[src/rtl/z80_ind16_load_sequencer.sv]
// z80_ind16_load_sequencer
//   Sequences the Z80 "LD dd,(nn)" (ED 01dd1011 nn_lo nn_hi) instruction:
//   fetches the prefix, opcode and 16-bit operand address, reads the 16-bit
//   word at nn/nn+1 and issues a single register-pair write strobe.
//
// Ports
//   clk        : sole clock, rising edge
//   reset      : asynchronous active-high reset
//   start      : begin a sequence at pc_in (sampled only while idle)
//   pc_in      : address of the ED prefix byte
//   mem_req    : read request, held until mem_ack
//   mem_addr   : read address, stable while mem_req is high
//   mem_ack    : read complete, mem_rdata valid in the same cycle
//   mem_rdata  : read data byte
//   reg_we     : one-cycle register-pair write strobe
//   reg_wnum   : register-pair number {2'b10, dd}
//   reg_wdata  : loaded word {(nn+1), (nn)}
//   pc_out     : pc_in + 4, valid while done is high
//   busy       : high whenever a sequence is in progress
//   done       : one-cycle pulse on successful completion
//   illegal    : one-cycle pulse on prefix/opcode decode failure
//   timeout    : one-cycle pulse when a read waits ACK_TIMEOUT cycles unacked
//
// Parameter
//   ACK_TIMEOUT : cycles a request may wait for mem_ack before aborting;
//                 0 disables the timeout.

`timescale 1ns/1ps

module z80_ind16_load_sequencer #(
  parameter int unsigned ACK_TIMEOUT = 255
) (
  input  logic        clk,
  input  logic        reset,
  input  logic        start,
  input  logic [15:0] pc_in,
  output logic        mem_req,
  output logic [15:0] mem_addr,
  input  logic        mem_ack,
  input  logic [7:0]  mem_rdata,
  output logic        reg_we,
  output logic [3:0]  reg_wnum,
  output logic [15:0] reg_wdata,
  output logic [15:0] pc_out,
  output logic        busy,
  output logic        done,
  output logic        illegal,
  output logic        timeout
);

  // The wait counter only ever holds 0 .. ACK_TIMEOUT-1: the abort fires on
  // the cycle the counter would step past its last value.
  localparam int unsigned WW = (ACK_TIMEOUT > 1) ? $clog2(ACK_TIMEOUT) : 1;
  localparam bit          TO_EN = (ACK_TIMEOUT != 0);
  localparam logic [WW-1:0] WAIT_LAST = (ACK_TIMEOUT == 0) ? '0 : WW'(ACK_TIMEOUT - 1);

  typedef enum logic [2:0] {
    S_IDLE,
    S_F_PFX,
    S_F_OP,
    S_F_NL,
    S_F_NH,
    S_R_LO,
    S_R_HI,
    S_WB
  } state_t;

  state_t        state_q, state_d;
  logic [15:0]   pc_q, pc_d;
  logic [1:0]    dd_q, dd_d;
  logic [15:0]   nn_q, nn_d;
  logic [7:0]    lo_q, lo_d;
  logic [7:0]    hi_q, hi_d;
  logic [WW-1:0] wait_q, wait_d;
  logic          illegal_q, illegal_d;
  logic          timeout_q, timeout_d;
  logic          req;

  // ---------------------------------------------------------------------------
  // State register
  // ---------------------------------------------------------------------------
  always_ff @(posedge clk or posedge reset) begin
    if (reset) begin
      state_q   <= S_IDLE;
      pc_q      <= '0;
      dd_q      <= '0;
      nn_q      <= '0;
      lo_q      <= '0;
      hi_q      <= '0;
      wait_q    <= '0;
      illegal_q <= 1'b0;
      timeout_q <= 1'b0;
    end else begin
      state_q   <= state_d;
      pc_q      <= pc_d;
      dd_q      <= dd_d;
      nn_q      <= nn_d;
      lo_q      <= lo_d;
      hi_q      <= hi_d;
      wait_q    <= wait_d;
      illegal_q <= illegal_d;
      timeout_q <= timeout_d;
    end
  end

  // ---------------------------------------------------------------------------
  // Next-state logic
  // ---------------------------------------------------------------------------
  always_comb begin
    req = (state_q == S_F_PFX) || (state_q == S_F_OP) || (state_q == S_F_NL) ||
          (state_q == S_F_NH)  || (state_q == S_R_LO) || (state_q == S_R_HI);
  end

  always_comb begin
    state_d   = state_q;
    pc_d      = pc_q;
    dd_d      = dd_q;
    nn_d      = nn_q;
    lo_d      = lo_q;
    hi_d      = hi_q;
    wait_d    = '0;
    illegal_d = 1'b0;
    timeout_d = 1'b0;

    if (req && !mem_ack) begin
      // Stalled read: hold address and request, count toward the abort.
      if (TO_EN) begin
        if (wait_q == WAIT_LAST) begin
          state_d   = S_IDLE;
          timeout_d = 1'b1;
        end else begin
          wait_d = wait_q + WW'(1);
        end
      end
    end else begin
      // Either not requesting, or the read was acknowledged this cycle
      // (an ack on the last allowed cycle still counts as success).
      unique case (state_q)
        S_IDLE: begin
          if (start) begin
            pc_d    = pc_in;
            state_d = S_F_PFX;
          end
        end
        S_F_PFX: begin
          if (mem_rdata == 8'hED) begin
            state_d = S_F_OP;
          end else begin
            state_d   = S_IDLE;
            illegal_d = 1'b1;
          end
        end
        S_F_OP: begin
          if ((mem_rdata[7:6] == 2'b01) && (mem_rdata[3:0] == 4'b1011)) begin
            dd_d    = mem_rdata[5:4];
            state_d = S_F_NL;
          end else begin
            state_d   = S_IDLE;
            illegal_d = 1'b1;
          end
        end
        S_F_NL: begin
          nn_d[7:0] = mem_rdata;
          state_d   = S_F_NH;
        end
        S_F_NH: begin
          nn_d[15:8] = mem_rdata;
          state_d    = S_R_LO;
        end
        S_R_LO: begin
          lo_d    = mem_rdata;
          state_d = S_R_HI;
        end
        S_R_HI: begin
          hi_d    = mem_rdata;
          state_d = S_WB;
        end
        S_WB: begin
          state_d = S_IDLE;
        end
        default: begin
          state_d = S_IDLE;
        end
      endcase
    end
  end

  // ---------------------------------------------------------------------------
  // Outputs
  // ---------------------------------------------------------------------------
  always_comb begin
    mem_req   = req;
    mem_addr  = '0;
    reg_we    = 1'b0;
    done      = 1'b0;
    reg_wnum  = '0;
    reg_wdata = '0;
    pc_out    = '0;
    busy      = (state_q != S_IDLE);
    // Abort pulses are registered, so they appear in the first idle cycle and
    // can never coincide with the write-back strobe.
    illegal   = illegal_q;
    timeout   = timeout_q;

    unique case (state_q)
      S_F_PFX: mem_addr = pc_q;
      S_F_OP:  mem_addr = pc_q + 16'd1;
      S_F_NL:  mem_addr = pc_q + 16'd2;
      S_F_NH:  mem_addr = pc_q + 16'd3;
      S_R_LO:  mem_addr = nn_q;
      S_R_HI:  mem_addr = nn_q + 16'd1;
      S_WB: begin
        reg_we    = 1'b1;
        done      = 1'b1;
        reg_wnum  = {2'b10, dd_q};
        reg_wdata = {hi_q, lo_q};
        pc_out    = pc_q + 16'd4;
      end
      default: ;
    endcase
  end

endmodule
[config.mk]
export PLATFORM = sky130hd
export DESIGN_NAME = z80_ind16_load_sequencer
export DESIGN_NICKNAME = d
export VERILOG_FILES = /design/src/rtl/z80_ind16_load_sequencer.sv
export SDC_FILE = /design/constraint.sdc
export NUM_CORES = 1
export LEC_CHECK = 0
export CORE_ASPECT_RATIO = 1.5
export CORE_MARGIN = 5
export CORE_UTILIZATION = 48
export CTS_CLUSTER_SIZE = 8
export DETAILED_ROUTE_END_ITERATION = 8
export PLACE_DENSITY_LB_ADDON = 0.3
export SLEW_MARGIN = 20
export SYNTH_ARGS = -nofsm -noshare
export SYNTH_HDL_FRONTEND = slang
export SYNTH_SLANG_ARGS = --single-unit
export TNS_END_PERCENT = 50
[constraint.sdc]
create_clock -name clk -period 2.5 [get_ports clk]
set_clock_uncertainty 0.2 [all_clocks]
set_input_delay 0.5 -clock clk [delete_from_list [all_inputs] [get_ports clk]]
set_output_delay 0.5 -clock clk [all_outputs]
set_load 0.02 [all_outputs]
==> impl_metrics.tcl, run 1 <==
set metrics [dict create \
    diodes 0 \
    finalSetupTns_ns -7.062 \
    internal_power_mw 2.831 \
    cp_slowest_cell "dfrtp_2" \
    postCtsHoldBufs 0 \
    slowest_delay_ns 0.46 \
    irDropWorstVdd_uv 590.2 \
    grt_pass1_vias 5172 \
    num-nets-final 763 \
    grt_first_pass_wirelength_um 26160 \
    cp_cell_sequence "buf_6, nand4_1, buf_4, nor4_4, a21oi_2, o21ba_1, xor2_1, o211ai_1, buf_4" \
    combPwrFrac_pct 40.0 \
    worst_setup_path_start_kind "flop" \
    viasPerCell 5.962 \
    dp.cells 792 \
    syn_to_final_growth_pct 62.68 \
    start_util_pct 49.09 \
    numCtsBuffers 9 \
    endpoint_kind "output pin" \
    drcViolationCount 0 \
    cp_max_fo 4 \
    synth_area_leaders "dfrtp_1 35%, mux2_2 12%, xor2_1 5.4%, nor2_1 3.8%, and2_1 3.3%" \
    hold_ws_ns 0.2991 \
    cts-root-buf "clkbuf_16" \
    clkTransAtPathRegs_ns 0.07 \
    slew_viol_final 0 \
    synth_warnings 0 \
    wl_per_cell_um 20.68 \
    fin_cells 846 \
    dr.pass1.iters 5 \
    dieArea_sq_um 11550 \
    sw_frac_of_total_pct 34.13 \
    violations "negative setup slack" \
    yosysUniqueCellTypes 55 \
    io-pin-count 86 \
    rsz0062_at_grt "yes" \
    period_minus_slack_ns 3.010 \
    period_share_pct 120.4 \
    finalHoldViolations 0 \
    routed_wl_um 17490 \
    ys_async_sr_fraction_pct 100.0 \
    status "finished with violations" \
    antenna_found_initial 0 \
    ant_nets 0 \
    p_clk_share_pct 32.2 \
    crit_arrival_ns 2.31 \
    ys_ff_latch 63 \
    max_freq_mhz 332.2 \
    fin_ws_ns -0.5102 \
    cts_buffer_depth 2 \
    crit_path_frequent_cell "buf_4" \
    critPathBufInv 3 \
    die_y_um 129.2 \
    track_usage_pct 29.72 \
    synth_top_area_share_pct 34.70 \
    post-route-util_pct 79.87 \
    place_ws_ns -0.6257 \
    core_sq_um 9254 \
    power_density_nw_per_um2 581.4 \
    grt_overflow 0 \
    syn_area_sq_um 4543 \
    fillers 596 \
    cts_tree "done" \
    grt_max_degree 46 \
    syn_nets 543 \
    cts.sinks 63 \
    p_seq_share_pct 27.8 \
    ys_seq_area_share_pct 34.70 \
    synth_top_cell_by_area "dfrtp_1" \
    hpwlAfterDp_um 12090 \
    place_area_sq_um 6359 \
    syn_area_per_cell_sq_um 8.926 \
    io_buffers 84 \
    crit_required_ns 1.80 \
    synth_ff_type "dfrtp_1" \
    worstSetupPathType "flop to output pin" \
    hold_path_class "input port to async pin" \
    syn_inst 509 \
    num_rows 43 \
    insertion_delay_ns 0.34 \
    gp_congestion 0.9991 \
    total_power_mw 4.297 \
    p_sw_mw 1.467 \
    drive_gt1_share_pct 52.32 \
    die_w_um 89.44 \
    r2r_setup_slack_ns 0.24 \
    cap_viol_max_count 0 \
    synth-edff-count 0 \
    setup_viol 23 \
    design_area_sq_um 7391 \
    drt_iter0_markers 356 \
    num_vias 5044 \
    crit_family "compound AO/OA/AOI/OAI gates" \
    p_leak_nw 3.449 \
    htree_levels 3 \
]
[cell usage in the layout (no fill, tap or decap), drive strengths merged, types with 3 or more instances in the layout]
cell | Yosys | layout
mux2i | 13 | 13
a22oi | 12 | 12
o22ai | 6 | 6
a21oi | 19 | 19
clkbuf | 16 | 13
or3 | 8 | 8
inv | 10 | 11
nand4 | 9 | 9
clkdlybuf4s50 | 0 | 29
o21ai | 30 | 30
xnor2 | 17 | 17
ha | 6 | 6
nor3 | 18 | 18
xor2 | 28 | 28
clkinv | 1 | 5
nor4 | 6 | 6
buf | 26 | 217
o221ai | 3 | 3
nor2 | 46 | 46
o211ai | 4 | 4
and2 | 25 | 25
nand2 | 33 | 33
a221oi | 3 | 3
and3 | 7 | 7
dfrtp | 63 | 63
mux2 | 50 | 50
nand3 | 22 | 22
[area by class of cell]
cell class | count | area (sq um) | area share (%)
Clock inverter | 7 | 96.34 | 1.304
Inverter | 11 | 46.29 | 0.6264
Sequential cell | 63 | 1584 | 21.43
Multi-Input combinational cell | 393 | 3177 | 42.98
Clock buffer | 9 | 225.2 | 3.047
Timing Repair Buffer | 251 | 2122 | 28.71
Tap cell | 112 | 140.1 | 1.896
[synth_stat cells, drive strengths merged, types with 2 or more instances]
master and instances:
or3 8, a31oi 2, nor2 46, o221ai 3, nor2b 2, mux2i 13, and3 7, nand3 22
o22ai 6, nand2b 2, ha 6, a21oi 19, nor4 6, o21a 2, o211ai 4, and2 25
a22oi 12, a31o 2, nand4 9, nand3b 2, dfrtp 63, nor3 18, xor2 28, o21ai 30
nand2 33, nand4b 2, clkbuf 16, inv 10, xnor2 17, buf 26, mux2 50, a221oi 3
[registers in the layout (all words and copies together) (netlist names)]
register	flops
wait_q	8
state_q	3
lo_q	8
dd_q	2
illegal	1
pc_q	16
hi_q	8
nn_q	16
timeout	1
[layer usage]
layer / part of all wire [%] / wire, um / GRT usage (%)
met5: 0 / 0 / 0
met4: 5.5 / 965 / 13.76
met2: 52 / 9048 / 53.02
met3: 6.4 / 1127 / 4.517
met1: 36 / 6354 / 34.03
[kinds of logic (layout without fill, tap and decap cells)]
logic type	count (synthesis)	count (layout)	synth area share [%]
simple gates	186	186	21.45
buf+inv	53	278	5.315
fa+ha+maj	6	6	1.652
mux	63	63	15.26
xor+xnor	45	45	8.675
flops	63	63	34.70
compound gates	92	92	12.86
other cells	1	1	0.08254
[path summary, 6_finish.rpt]
check | from | to | cells after the start
worst min-delay path | reset | illegal$_DFF_PP0_ | 2
worst max register to register | state_q[1]$_DFFE_PP0P_ | state_q[1]$_DFFE_PP0P_ | 10
worst min register to register | hi_q[4]$_DFFE_PP0P_ | hi_q[4]$_DFFE_PP0P_ | 1
worst max-delay path | pc_q[1]$_DFFE_PP0P_ | mem_addr[14] | 9
max in group asynchronous | reset | state_q[1]$_DFFE_PP0P_ | 3
min in group clk | hi_q[4]$_DFFE_PP0P_ | hi_q[4]$_DFFE_PP0P_ | 1
[power groups by stage]
stage	combinational (mW)	sequential [mW]	clock, mW
floorplan	0.731	1.15	0
global placement	1.30	1.20	0
detailed placement	1.32	1.20	0
CTS	1.56	1.18	1.38
global route	1.82	1.20	1.44
finish	1.72	1.20	1.38
[timing repair]
action                     in CTS  in global routing
resized for setup             337                 84
pin swaps                      38                 30
setup endpoints to repair      55                 54
buffers inserted               26                 16
Power figures use the tool's default switching activity.
==> inputs of run 2 (changes only) <==
--- a/config.mk
+++ b/config.mk
@@ -7,7 +7,7 @@
 export LEC_CHECK = 0
 export CORE_ASPECT_RATIO = 1.5
 export CORE_MARGIN = 5
-export CORE_UTILIZATION = 48
+export CORE_UTILIZATION = 30
 export CTS_CLUSTER_SIZE = 8
 export DETAILED_ROUTE_END_ITERATION = 8
 export PLACE_DENSITY_LB_ADDON = 0.3
==> impl_metrics.tcl, run 2 (synthesis gave the netlist of run 1 again) <==
set metrics [dict create \
    ant_nets 0 \
    slowest_delay_ns 0.49 \
    drive_gt1_share_pct 48.76 \
    drt_iter0_markers 262 \
    syn_to_final_growth_pct 60.31 \
    core_sq_um 15000 \
    antenna_found_initial 0 \
    fillers 1496 \
    setup_viol 24 \
    max_freq_mhz 333.2 \
    slew_viol_final 0 \
    p_leak_nw 3.337 \
    cp_slowest_cell "dfrtp_2" \
    crit_path_frequent_cell "buf_6" \
    track_usage_pct 18.32 \
    sw_frac_of_total_pct 34.77 \
    grt_first_pass_wirelength_um 26100 \
    drcViolationCount 0 \
    rsz0062_at_grt "yes" \
    top_regs "nn_q (16), pc_q (16)" \
    violations "negative setup slack" \
    diodes 0 \
    io_buffers 84 \
    die_w_um 110.5 \
    hold_ws_ns 0.3039 \
    io-pin-count 86 \
    grt_max_degree 64 \
    dieArea_sq_um 17760 \
    num-nets-final 753 \
    period_share_pct 120.1 \
    internal_power_mw 2.546 \
    htree_levels 3 \
    numCtsBuffers 9 \
    gp_congestion 0.9334 \
    finalHoldViolations 0 \
    status "finished with violations" \
    cp_max_fo 7 \
    viasPerCell 5.081 \
    period_minus_slack_ns 3.002 \
    routed_wl_um 16510 \
    start_util_pct 30.28 \
    cap_viol_max_count 0 \
    fin_ws_ns -0.5015 \
    grt_pass1_vias 4966 \
    cts.sinks 63 \
    die_y_um 160.7 \
    num_rows 55 \
    crit_required_ns 1.80 \
    finalSetupTns_ns -6.746 \
    cts_tree "done" \
    hpwlAfterDp_um 12290 \
    total_power_mw 3.904 \
    final_common_cell "buf_4" \
    crit_arrival_ns 2.30 \
    num_vias 4690 \
    design_area_sq_um 7283 \
    critPathBufInv 3 \
    crit_family "compound AO/OA/AOI/OAI gates" \
    power_density_nw_per_um2 536.0 \
    worst_setup_path_start_kind "flop" \
    insertion_delay_ns 0.34 \
    irDropWorstVdd_uv 452.5 \
    layout_common_cells "153 x buf_4, 57 x dfrtp_1, 50 x mux2_2" \
    cts-root-buf "clkbuf_16" \
    cts_buffer_depth 2 \
    p_seq_share_pct 30.8 \
    p_sw_mw 1.357 \
    worstSetupPathType "flop to output pin" \
    dr.pass1.iters 4 \
    clkTransAtPathRegs_ns 0.05 \
    wl_per_cell_um 17.89 \
    cp_cell_sequence "buf_6, ha_4, a21oi_2, nand3b_1, buf_6, nor3_4, xnor2_1, o22ai_1, a211o_1, buf_6" \
    hold_path_class "flop to flop" \
    postCtsHoldBufs 0 \
    p_clk_share_pct 28.9 \
    endpoint_kind "output pin" \
    combPwrFrac_pct 40.3 \
    place_area_sq_um 6457 \
    grt_overflow 0 \
]
run 2: changes by cell type in the layout (fill, tap and decap cells not counted), sizes merged:
cell and change:
bufinv -2, buf -28, clkinvlp +1, clkbuf +15, clkdlybuf4s15 +1, dlygate4sd2 +4
inv -1
run 2: worst paths after layout:
check	cells after the start	end	slack, ns	startpoint
worst max-delay path	10	mem_addr[15]	-0.50	pc_q[2]$_DFFE_PP0P_
worst min-delay path	1	hi_q[7]$_DFFE_PP0P_	0.30	hi_q[7]$_DFFE_PP0P_
worst max register to register	7	lo_q[0]$_DFFE_PP0P_	0.25	state_q[2]$_DFFE_PP0P_
min in group asynchronous	3	pc_q[0]$_DFFE_PP0P_	0.33	reset
worst min register to register	1	hi_q[7]$_DFFE_PP0P_	0.30	hi_q[7]$_DFFE_PP0P_
max in group asynchronous	3	pc_q[4]$_DFFE_PP0P_	1.42	reset
run 2: metal layers:
layer	global-route usage (%)	up-vias	share of wire, %
met2	32.87	146	52
met4	8.515	0	4.0
met5	0	-	0
met1	20.86	2287	40
met3	3.468	35	4.8
li1	-	2222	-
run 2: through the flow:
step	util, %	std cells	worst slack (ns)
after floorplan	-	509	-0.06512
after detailed placement	43.04	881	-0.6856
after global routing	48.55	923	-0.5722
after global placement	43.04	881	-0.6295
final	48.55	923	-0.5015
after CTS	46.20	913	-0.4719
run 2: worst register-to-register path, cell delays in order, from the launching register on:
cell     delay (ns)
dfrtp_2        0.43
buf_4          0.16
buf_4          0.12
buf_4          0.15
and2_1         0.25
buf_4          0.18
nand2_1        0.25
mux2_2         0.38
run 2: repair_timing:
action,4_1_cts,5_1_grt
pin swaps,20,27
gates resized for setup,221,128
buffers inserted,17,10
gates cloned,0,0
endpoints found under the setup margin,55,54
endpoints found under the hold margin,0,0
run 2: power groups by stage:
stage	combinational [mW]	sequential (mW)	clock, mW
after floorplan	0.731	1.15	0
after global placement	1.29	1.20	0
after detailed placement	1.30	1.21	0
after CTS	1.39	1.19	1.16
after global routing	1.69	1.21	1.21
final	1.57	1.20	1.13
run 2: area by class of cell:
cell class | count | area (sq um) | share of cell area, %
multi-input cells | 393 | 3172 | 43.55
repair buffers | 241 | 1964 | 26.97
flip-flops and latches | 63 | 1584 | 21.75
well taps | 199 | 249.0 | 3.419
clock buffers | 11 | 232.7 | 3.195
inverters | 11 | 46.29 | 0.6356
clock inverters | 5 | 35.03 | 0.4810
==> variant (flow settings as in run 1) <==
Put a register stage on the output `timeout`, without a reset. The value now appears one clock later. The other outputs are not delayed to match. Comments in the files are not updated.
--- a/src/rtl/z80_ind16_load_sequencer.sv
+++ b/src/rtl/z80_ind16_load_sequencer.sv
@@ -67,2 +67,4 @@
 
+  logic timeout_c;
+
   state_t        state_q, state_d;
@@ -202,3 +204,3 @@
     illegal   = illegal_q;
-    timeout   = timeout_q;
+    timeout_c = timeout_q;
 
@@ -222,2 +224,6 @@
 
+  always_ff @(posedge clk) begin
+    timeout <= timeout_c;
+  end
+
 endmodule
Function: same outputs for any inputs over 4 cycles, from zero or initial values and one cycle with reset high; that may be too few to reach the edited logic, so the function may still have changed.
==> variant against run 1 <==
- the run still ends with negative setup slack left
- non-clock buffer count down 14
- total power down 4.3%
- wire length down 2.0%
- die area up 0.40%
- utilization down 2.1 points
- cell area down 2.6%
- largest cell class unchanged
- register-to-register slack worse by 80 ps
- setup slack worse by 19 ps
- sequential cell count up 1
- critical endpoint is now mem_addr[13]
- synthesized area up 0.44%
==> variant: results (changes against run 1) <==
Worst hold path
  – Hold crit path type: flop to flop

Synthesis
  – Sequential element share of the synthesized area: 35.0% (+0.29 points)
  – Adder-cell share of the synthesized area: 1.65% (-0.0072 points)
  – Synth Area in Compound Gates: 12.8% (-0.056 points)
  – Syn avg cell area: 8.95 µm² (+0.24%)
  – Post-synthesis mux area share: 15.2% (-0.067 points)
  – Top area cells in the synthesized netlist: dfrtp_1 35%, mux2_2 12%, xor2_1 5.4%
  – Xor-xnor portion of the synthesized cell area: 8.64% (-0.038 points)
  – Proportion of netlist area held by the largest area contributor: 34.5% (-0.15 points)
  – Ys async rst share: 98.4% (-1.6 points)

Timing
  – Final WS setup: -529 ps (-19.1 ps)
  – Final Setup Violations: 26 (+13%)
  – Setup TNS: -7130 ps (-70.3 ps)
  – Worst Hold Slack: 142 ps (-157 ps)

Placement
  – Pre-CTS WS: -689 ps (-63.3 ps)
  – Dpl hpwl: 11300 µm (-6.2%)
  – Dpl cell area: 6320 µm² (-0.67%)

Global routing
  – GRT Total Usage: 29.8% (+0.10 points)
  – First-pass GRT wire length: 26500 µm (+1.5%)
  – Met3 usage: 5.47% (+0.95 points)
  – Met2 Use GR: 51.1% (-1.9 points)
  – Global routing met1 resource utilization: 34.3% (+0.28 points)
  – Vias in the first global route: 5218 (+0.89%)

Worst setup path
  – Worst R2R End: dd_q[0]
  – Worst r2r path cells: 9 (-1)
  – Reg2reg setup slack: 160 ps (-80 ps)

Detailed routing
  – Vias per cell: 5.99 (+0.45%)
  – DRC marker count from the first detailed-route iteration: 360 (+1.1%)
  – Routed WL: 17100 µm (-2.0%)
  – Met3 wire length: 1130 µm (about the same)
  – WL met2: 8680 µm (-4.0%)
  – DR vias: 4989 (-1.1%)

Clock tree
  – Setup Fix Bufs, Post-CTS: 24 (-7.7%)
  – Resize count post-CTS: 302 (-10%)

Power and ir drop
  – Worst VDD drop: 0.420 mV (-29%)
  – Clk power: 1.29 mW (-7%)
  – Static leakage: 3.32 nW (-3.7%)

Status
  – Violated checks: negative setup slack
  – Outcome: complete, but fails checks

Finish
  – Share of layout cells above drive strength 1: 48.8% (-3.5 points)
-- variant: cell type report --
cell class	instances	area, µm²
clock buffers	11	243
clock inverters	5	56.3
fillers	605	2050
inverters	11	45.0
multi-input cells	393	3140
flip-flops and latches	64	1600
well taps	112	140
repair buffers	237	1980
-- variant: worst max path at each step --
stage	start	end	slack (ps)	depth (start not counted)
floorplan	pc_q[1]	mem_addr[15]	-70	9
global placement	pc_q[2]	mem_addr[14]	-650	8
detailed placement	pc_q[2]	mem_addr[14]	-690	8
CTS	pc_q[2]	mem_addr[14]	-460	8
global route	pc_q[1]	mem_addr[13]	-580	10
finish	pc_q[1]	mem_addr[13]	-530	10
-- variant: critical path: stages (launching register included) --
cell	delay, ps
dfrtp_2	430
buf_6	130
ha_4	160
nand4_1	210
buf_4	210
buf_4	120
nor2_1	120
xor2_1	80
a22oi_1	190
o211ai_1	160
buf_4	190
